==> config.mk <==
export PLATFORM = sky130hd
export DESIGN_NAME = game_ctrl
export DESIGN_NICKNAME = d
export VERILOG_FILES = /design/src/rtl/game_pkg.sv /design/src/rtl/bcd2_counter.sv /design/src/rtl/game_ctrl.sv
export SDC_FILE = /design/constraint.sdc
export NUM_CORES = 1
export LEC_CHECK = 0
export BUFFER_PORTS_ARGS = -buffer_cell sky130_fd_sc_hd__buf_4
export CORE_MARGIN = 1.5
export CORE_UTILIZATION = 30
export CTS_BUF_LIST = sky130_fd_sc_hd__clkbuf_16
export CTS_CLUSTER_SIZE = 25
export DETAILED_ROUTE_END_ITERATION = 8
export PLACE_DENSITY = 0.53
export SYNTH_ARGS = -nofsm -noshare
export SYNTH_HDL_FRONTEND = slang
export SYNTH_SLANG_ARGS = --single-unit
==> constraint.sdc <==
create_clock -name clk -period 2.48 [get_ports clk]
set_clock_uncertainty 0.05 [all_clocks]
set_input_delay 0.124 -clock clk [delete_from_list [all_inputs] [get_ports clk]]
set_output_delay 0.124 -clock clk [all_outputs]
set_load 0.03 [all_outputs]
==> src/rtl/game_pkg.sv <==
// Shared constants for the flappy-bird pipeline: status encoding seen by the
// bird physics block, screen limits and bird sprite geometry.
package game_pkg;

    typedef enum logic [1:0] {
        ST_IDLE  = 2'd0,
        ST_READY = 2'd1,
        ST_PLAY  = 2'd2,
        ST_OVER  = 2'd3
    } status_t;

    localparam int FLOOR_Y    = 465;
    localparam int CEIL_Y     = 25;
    localparam int BIRD_X     = 100;
    localparam int BIRD_W     = 20;
    localparam int BIRD_H     = 20;
    localparam int BCD_DIGITS = 2;

endpackage

==> src/rtl/bcd2_counter.sv <==
// Two-digit BCD counter with synchronous clear and increment; 99 wraps to 00.
module bcd2_counter
    import game_pkg::*;
(
    input  logic       clk,
    input  logic       rst_n,
    input  logic       i_clr,
    input  logic       i_inc,
    output logic [7:0] o_q
);

    // w_carry[gi] is the increment request arriving at digit gi
    logic [BCD_DIGITS-1:0] w_carry;

    assign w_carry[0] = i_inc;

    generate
        for (genvar gi = 0; gi < BCD_DIGITS; gi++) begin : g_digit
            logic [3:0] r_digit;
            logic       w_wrap;

            assign w_wrap = (r_digit == 4'd9);

            if (gi < BCD_DIGITS - 1) begin : g_carry
                assign w_carry[gi+1] = w_carry[gi] & w_wrap;
            end

            always_ff @(posedge clk or negedge rst_n) begin
                if (!rst_n) begin
                    r_digit <= 4'd0;
                end else if (i_clr) begin
                    r_digit <= 4'd0;
                end else if (w_carry[gi]) begin
                    r_digit <= w_wrap ? 4'd0 : r_digit + 4'd1;
                end
            end

            assign o_q[gi*4 +: 4] = r_digit;
        end
    endgenerate

endmodule

==> src/rtl/game_ctrl.sv <==
// Game-state controller: IDLE/READY/PLAY/OVER sequencing, bird/pipe and
// bird/floor collision detection, and the BCD pass score.
module game_ctrl #(
    parameter int BIRD_X      = game_pkg::BIRD_X,
    parameter int BIRD_W      = game_pkg::BIRD_W,
    parameter int BIRD_H      = game_pkg::BIRD_H,
    parameter int PIPE_W      = 60,
    parameter int GAP_H       = 150,
    parameter int FLOOR_Y     = game_pkg::FLOOR_Y,
    parameter int READY_TICKS = 64
) (
    input  logic               clk,
    input  logic               rst_n,
    input  logic               i_tick,
    input  logic               i_start,
    input  logic               i_pause,
    input  logic signed [10:0] i_bird_y,
    input  logic signed [10:0] i_pipe_x,
    input  logic signed [10:0] i_gap_y,
    output logic [1:0]         o_status,
    output logic [7:0]         o_score,
    output logic               o_game_over
);
    import game_pkg::*;

    localparam int CNT_W = (READY_TICKS > 2) ? $clog2(READY_TICKS) : 1;
    localparam logic [CNT_W-1:0] CNT_LAST = CNT_W'(READY_TICKS - 1);

    localparam logic signed [11:0] C_BIRD_L = 12'(BIRD_X);
    localparam logic signed [11:0] C_BIRD_R = 12'(BIRD_X + BIRD_W);
    localparam logic signed [11:0] C_BIRD_H = 12'(BIRD_H);
    localparam logic signed [11:0] C_PIPE_W = 12'(PIPE_W);
    localparam logic signed [11:0] C_GAP_H  = 12'(GAP_H);
    localparam logic signed [11:0] C_FLOOR  = 12'(FLOOR_Y);

    status_t          r_state;
    status_t          w_state_next;
    logic             r_start_q;
    logic [CNT_W-1:0] r_ready_cnt;
    logic             r_prev_passed;
    logic             r_game_over;

    logic w_start_rise, w_step, w_enter_ready;
    logic w_x_overlap, w_pipe_hit, w_floor_hit, w_hit, w_passed;
    logic w_score_clr, w_score_inc;

    // 12-bit sign-extended geometry so sums near the 11-bit limits cannot wrap
    logic signed [11:0] w_bird_y, w_pipe_x, w_gap_y;
    logic signed [11:0] w_pipe_r, w_bird_b, w_gap_b;

    assign w_bird_y = {i_bird_y[10], i_bird_y};
    assign w_pipe_x = {i_pipe_x[10], i_pipe_x};
    assign w_gap_y  = {i_gap_y[10], i_gap_y};
    assign w_pipe_r = w_pipe_x + C_PIPE_W;
    assign w_bird_b = w_bird_y + C_BIRD_H;
    assign w_gap_b  = w_gap_y + C_GAP_H;

    assign w_x_overlap = (w_pipe_x < C_BIRD_R) && (w_pipe_r > C_BIRD_L);
    assign w_pipe_hit  = w_x_overlap && ((w_bird_y < w_gap_y) || (w_bird_b > w_gap_b));
    assign w_floor_hit = (w_bird_b >= C_FLOOR);
    assign w_hit       = w_pipe_hit || w_floor_hit;
    assign w_passed    = (w_pipe_r < C_BIRD_L);

    assign w_start_rise  = i_start & ~r_start_q;
    assign w_step        = i_tick & ~i_pause;
    assign w_enter_ready = (w_state_next == ST_READY) && (r_state != ST_READY);

    always_ff @(posedge clk or negedge rst_n) begin
        if (!rst_n) begin
            r_state <= ST_IDLE;
        end else begin
            r_state <= w_state_next;
        end
    end

    always_comb begin
        w_state_next = r_state;
        case (r_state)
            ST_IDLE:  if (w_start_rise) w_state_next = ST_READY;
            ST_READY: if (w_step && (r_ready_cnt == CNT_LAST)) w_state_next = ST_PLAY;
            ST_PLAY:  if (w_step && w_hit) w_state_next = ST_OVER;
            ST_OVER:  if (w_start_rise) w_state_next = ST_READY;
            default:  w_state_next = ST_IDLE;
        endcase
    end

    always_comb begin
        o_status    = r_state;
        o_game_over = r_game_over;
    end

    always_ff @(posedge clk or negedge rst_n) begin
        if (!rst_n) begin
            r_start_q     <= 1'b0;
            r_ready_cnt   <= '0;
            r_prev_passed <= 1'b0;
            r_game_over   <= 1'b0;
        end else begin
            r_start_q   <= i_start;
            r_game_over <= (r_state == ST_PLAY) && w_step && w_hit;

            if (w_enter_ready) begin
                r_ready_cnt <= '0;
            end else if ((r_state == ST_READY) && w_step) begin
                r_ready_cnt <= (r_ready_cnt == CNT_LAST) ? '0 : r_ready_cnt + 1'b1;
            end

            // Seeding on PLAY entry keeps an already-passed pipe from scoring
            if ((r_state == ST_READY) && (w_state_next == ST_PLAY)) begin
                r_prev_passed <= w_passed;
            end else if ((r_state == ST_PLAY) && w_step) begin
                r_prev_passed <= w_passed;
            end
        end
    end

    assign w_score_clr = w_enter_ready;
    assign w_score_inc = (r_state == ST_PLAY) && w_step && !w_hit && w_passed && !r_prev_passed;

    bcd2_counter u_score (
        .clk   (clk),
        .rst_n (rst_n),
        .i_clr (w_score_clr),
        .i_inc (w_score_inc),
        .o_q   (o_score)
    );

endmodule

## Word-level counts from Yosys, hierarchy flattened

Cells that the tools add are included.
Widths: inputs -> output; s select.

- Add/sub/neg operators: 6
- Order comparisons: 6
- Equality and inequality tests: 9
- Muxes and demuxes: 15
- Bitwise gates (word level): 5
- Reduce and logical (&&, ||, !) cells: 22

Operators by type and width:

| kind | number |
|---|---|
| $mux 4 | 6 |
| $mux 6 | 3 |
| $add 11x6->12 const B | 1 |
| $add 11x7->12 const B | 1 |
| $add 11x9->12 const B | 1 |
| $ge 12x10->1 const B | 1 |
| $gt 12x12->1 | 1 |
| $gt 12x8->1 const B | 1 |
| $logic_and 1x1->1 | 12 |
| $lt 12x8->1 const B | 1 |
| $lt 11x11->1 | 1 |
| $lt 11x8->1 const B | 1 |
| $add 4x1->4 const B | 2 |
| $eq 4x4->1 const B | 2 |
| $reduce_bool 2->1 | 4 |
| $add 6x1->6 const B | 1 |
| $eq 2x2->1 const B | 3 |
| $eq 6x6->1 const B | 1 |
| $mux 2 | 3 |
| $pmux 2 s3 | 1 |
| $eq 2x1->1 const B | 2 |
| $and 1x1->1 | 3 |
| $logic_not 1->1 | 2 |
| $logic_not 2->1 | 1 |
| 5 further kinds | 8 |

- Flip-flop bits (word level): 19
- Bits of input ports: 38
- Output and inout bits: 11
- Logic and storage cells: 70

## Logic depth before layout (Yosys ltp)

- Word-level depth: 12
- Gate-level depth with buffers: 12
- Gate-level depth less buffers: 12

## Modules after synthesis

A second synthesis with hierarchy kept.

- Cell total of the unflattened synthesis: 260
- Area, all modules: 2203.4 µm²

Modules (own cells, without submodules):

| module | instances | cells an instance | area an instance (µm²) |
|---|---|---|---|
| game_ctrl | 1 | 210 | 1706.6 |
| bcd2_counter | 1 | 50 | 496.7 |

## Worst setup path after synthesis

No wires, ideal clock.

- Path kind: input port to flip-flop
- From: input port i_gap_y[1]
- To: register r_state[0], in the netlist o_status[0]
- Library setup time: 0.130 ns
- Arrival: 2.128 ns
- Required time: 2.300 ns
- Path slack: 0.172 ns
- Stages on the path: 12
- Cell sequence: inv_1 ha_1 nor2b_1 o211a_1 o21ai_0 xnor2_1 ha_1 a21oi_1 o211ai_1 or3_1 o211ai_1 a21oi_1

- Longest elaborated chain between the ends: 8
- Elaborated cells between the ends (all ways): 9
- Those cells by class: 1 x add/sub; 2 x order compare; 2 x mux; 4 x reduce/logical

Ends and longest elaborated chain:

| element | line | RTL |
|---|---|---|
| from (decl) | game_ctrl.sv:19 | `input logic signed [10:0] i_gap_y,` |
| $add 11x9->12 | game_ctrl.sv:56 | `assign w_gap_b = w_gap_y + C_GAP_H;` |
| $gt 12x12->1 | game_ctrl.sv:59 | `assign w_pipe_hit = w_x_overlap && ((w_bird_y < w_gap_y) \|\| (w_bird_b > w_gap_b));` |
| $logic_or 1x1->1 (*) | game_ctrl.sv:59 |  |
| $logic_and 1x1->1 (*) | game_ctrl.sv:59 |  |
| $logic_or 1x1->1 (*) | game_ctrl.sv:61 | `assign w_hit = w_pipe_hit \|\| w_floor_hit;` |
| $logic_and 1x1->1 (*) | game_ctrl.sv:81 | `ST_PLAY: if (w_step && w_hit) w_state_next = ST_OVER;` |
| $mux 2 (*) | game_ctrl.sv:81 |  |
| $pmux 2 s3 (*) | game_ctrl.sv:78 | `case (r_state)` |
| via w_state_next[0] | game_ctrl.sv:37 | `status_t w_state_next;` |
| to (signal assigned) | game_ctrl.sv:72 | `r_state <= w_state_next;` |
| to (decl) | game_ctrl.sv:36 | `status_t r_state;` |

The timed path passes the listed nets; every way through them passes the cells marked *.
A chain may end at the register's enable or synchronous reset.

## Final worst setup path

- From: register r_state[0], in the netlist o_status[0]
- To: register u_score.g_digit[1].r_digit[1]

- Longest elaborated chain between the ends: 7
- Elaborated cells between the ends (all ways): 19
- Those cells by class: 5 x eq/ne; 5 x mux; 1 x bitwise; 8 x reduce/logical

Ends and longest elaborated chain:

| element | line | RTL |
|---|---|---|
| branches (longest 7 deep; another with $mux 4) | -- |  |
| to (signal assigned) | bcd2_counter.sv:34 | `r_digit <= w_wrap ? 4'd0 : r_digit + 4'd1;` |
| to (decl) | bcd2_counter.sv:19 | `logic [3:0] r_digit;` |

Several ways; the timed one is not identified.

==> metrics.md <==
| Metric | Value |
|---|---|
| Status | complete, no violations |
| Mapped Area | 2135 um^2 |
| Worst-case clock buffer depth | 2 |
| Combinational group share of total power | 0.464 |
| Static Leak | 1.371 nW |
| P_sw | 0.0005133 W |
| Number of CTS-inserted buffers | 3 |
| DRC viols | 0 |
| Smallest hold slack | 0.1317 ns |
| Setup WS pre-CTS | -0.04208 ns |
| Internal power | 0.0008369 W |
| Worst setup EP type | register |
| WP data required | 2.60 ns |
| Post-synth top area cell | dfrtp_1 |
| Antenna violations before repair | 0 |
| Worst VDD drop | 0.2381 mV |
| Fmax | 0.4419 GHz |
| Largest net degree at the start of global routing | 20 |
| Top cells by area, synth | dfrtp_1 (22%), ha_1 (18%), nor2_1 (4.2%), xnor2_1 (4.1%), a21oi_1 (4.0%) |
| Synth top area share | 0.2227 |
| Reg clk slew, reported paths | 0.06 ns |
| EDFF count, synth | 0 |
| Sw Ratio | 0.3802 |
| Sequential Power Share | 0.288 |
| Post-route ant nets | 0 |
| RSZ-0062 raised after global routing | no |
| Power density cells | 483.0 nW/um^2 |
| Port Buffer Count | 48 |
| Vias | 2,124 |
| Setup_tns | 0 ns |
| Final setup fails | 0 |
| Ports | 49 |
| DP HPWL | 4424 um |
| CTS Sinks | 19 |
| Die Y | 87.35 um |
| WP data arrival | 2.39 ns |
| P&R area growth vs syn | 30.95% |
| Layout cells sized above 1 | 0.2154 |
| Netlist cell types | 52 |
| Kind of critical path | register to register |
| H-tree depth | 1 |
| Clock Power Share | 0.248 |
| Worst skew pair latency | 0.25 ns |
| CTS tree | done |
| DR pass1 iterations | 4 |
| Average size of a mapped cell | 8.178 um^2 |
| Routed length per instance | 12.52 um |
| Cells after synthesis | 261 |
| Ys flop type | dfrtp_1 |
| Synthesized net count | 329 |
| 1st-iter DRT viols | 69 |
| Initial Utilization | 0.3125 |
| Crit path max fanout | 8 |
| Synthesis-stage register bit count | 19 |
| Total GRT Usage | 0.1427 |
| Rows | 30 |
| Final wirelength | 5270 um |
| Vias in the first global route | 1,976 |
| Final hold violations | 0 |
| Hold crit path type | primary input to register |
| Gpl congestion | 0.7920 |
| Core Region | 6832 um^2 |
| Max cap viols | 0 |
| # fillers | 733 |
| Post-Layout Cell Count | 421 |
| Worst-margin pin slew | 0.4300 ns |
| Number of antenna diodes | 0 |
| Slew Viols, Final | 0 |
| Asr flop ratio synth | 1.000 |
| Number of synthesis warnings | 0 |
| Fin crit share | 0.9124 |
| Layout Nets | 394 |
| Final min period | 2.263 ns |
| Final setup margin | 0.2173 ns |
| Sequential fraction of the synthesis area | 0.2227 |
| Design Area, Final | 2795 um^2 |
| Placed Area | 2696 um^2 |
| Global-route wire length before repair | 8818 um |
| Clock Tree Root | clkbuf_16 |
| Inst Count DP | 415 |
| Startpoint Class | register |
| Grt ovf | 0 |
| DR vias/cell | 5.045 |
| Die width | 87.35 um |
| Die ar. | 7630 um^2 |
| Slew headroom | 0.7097 |
[state kept, by name, summed over array words and instances, names as in the netlist]
signal                   flops
o_status                     2
o_game_over                  1
u_score.g_digit.r_digit      8
r_prev_passed                1
r_ready_cnt                  6
r_start_q                    1
[final cells by class]
type	count	area, um^2	share of cell area
clock inverters	1	3.754	0.001343
repair buffers	63	478.0	0.1710
clock buffers	3	75.07	0.02686
well taps	96	120.1	0.04297
flip-flops and latches	19	475.5	0.1701
multi-input cells	218	1564	0.5595
inverters	21	78.83	0.02820
[worst max-delay path: stages, from the launching register on]
cell	delay (ns)
dfrtp_1	0.44
inv_1	0.08
ha_1	0.24
nand2_1	0.08
or3_1	0.44
nand2b_4	0.22
or4_1	0.47
a21oi_1	0.16
[placed cells by master (no fill, tap or decap), drive strengths merged, types with 2 or more instances in the layout]
cell type    synthesis  routed
a211oi               2       2
a21o                 5       5
a21oi               18      18
a31oi                3       3
and2                 2       2
buf                  2      61
clkbuf               1       3
dfrtp               19      19
dlygate4sd3          0       2
ha                  30      30
inv                 21      22
mux2i                2       2
nand2               19      19
nand2b               2       2
nand3                8       8
nand4                9       9
nor2                25      25
nor2b                9       9
nor3                 5       5
nor3b                2       2
nor4                 2       2
o2111ai              2       2
o211a                4       4
o211ai               4       4
o21a                 2       2
o21ai               15      15
o311ai               2       2
o31a                 2       2
or3                  6       6
or4                  5       5
xnor2               10      10
xor2                 7       7
[repair_timing]
action | CTS | global route
hold buffers | 2 | 0
endpoints found under the hold margin | 20 | 0
buffers inserted | 0 | 0
gates resized for setup | 0 | 0
[routing by layer]
| metal | vias up | global-route usage | part of all wire |
|---|---|---|---|
| li1 | 1099 | - | - |
| met1 | 986 | 0.1954 | 0.50 |
| met2 | 35 | 0.2476 | 0.47 |
| met3 | 4 | 0.01232 | 0.027 |
| met4 | 0 | 0.02165 | 0.0040 |
| met5 | - | 0 | 0 |
[Yosys cell counts (2+ instances only)]
cell type	n
o21ai_0	14
o211ai_1	4
a31oi_1	3
a211oi_1	2
a21o_1	5
and2_1	2
nor3b_1	2
nand4_1	9
a21oi_1	17
o2111ai_1	2
xor2_1	7
o21a_1	2
xnor2_1	10
or4_1	5
nor4_1	2
o31a_1	2
dfrtp_1	19
o311ai_0	2
ha_1	30
inv_1	21
or3_1	6
nor2b_1	9
mux2i_1	2
o211a_1	4
nand2_1	19
nor3_1	5
nand3_1	8
nor2_1	24
[power groups by stage]
stage	sequential [W]	combinational, W	clock (W)
after floorplan	0.000416	0.000376	0
after global placement	0.000394	0.000620	0
after detailed placement	0.000394	0.000630	0
after CTS	0.000389	0.000637	0.000334
after global routing	0.000395	0.000702	0.000350
final	0.000389	0.000627	0.000334
[cell families (layout without fill, tap and decap cells)]
group | after synthesis | in the layout | share of synthesized area
and+or+nand+nor | 100 | 100 | 0.2497
DFF | 19 | 19 | 0.2227
adders and majority gates | 30 | 30 | 0.1758
buffers and inverters | 24 | 88 | 0.04455
AOI/OAI and AO/OA | 68 | 68 | 0.2175
muxes | 2 | 2 | 0.009379
xor gates and xnor gates | 18 | 18 | 0.08030
[stage by stage]
stage / total power, W / utilization
after detailed placement: 0.001025 / 0.3947
final: 0.001350 / 0.4092
after CTS: 0.001361 / 0.4092
after floorplan: 0.0007921 / -
after global routing: 0.001447 / 0.4092
after global placement: 0.001014 / 0.3947
[path summary, 6_finish.rpt]
| path | startpoint | endpoint | slack, ns | cells after the start |
|---|---|---|---|---|
| worst max-delay path | o_status[0] | u_score.g_digit[1].r_digit[1] | 0.22 | 7 |
| max in group asynchronous | rst_n | o_status[0] | 1.93 | 2 |
| worst min-delay path | i_pipe_x[10] | r_prev_passed | 0.13 | 3 |
| min in group asynchronous | rst_n | u_score.g_digit[0].r_digit[2] | 0.24 | 2 |
| worst min register to register | r_prev_passed | r_prev_passed | 0.48 | 2 |
| worst max register to register | o_status[0] | u_score.g_digit[1].r_digit[1] | 0.22 | 7 |
(Power assumes the default switching activity.)
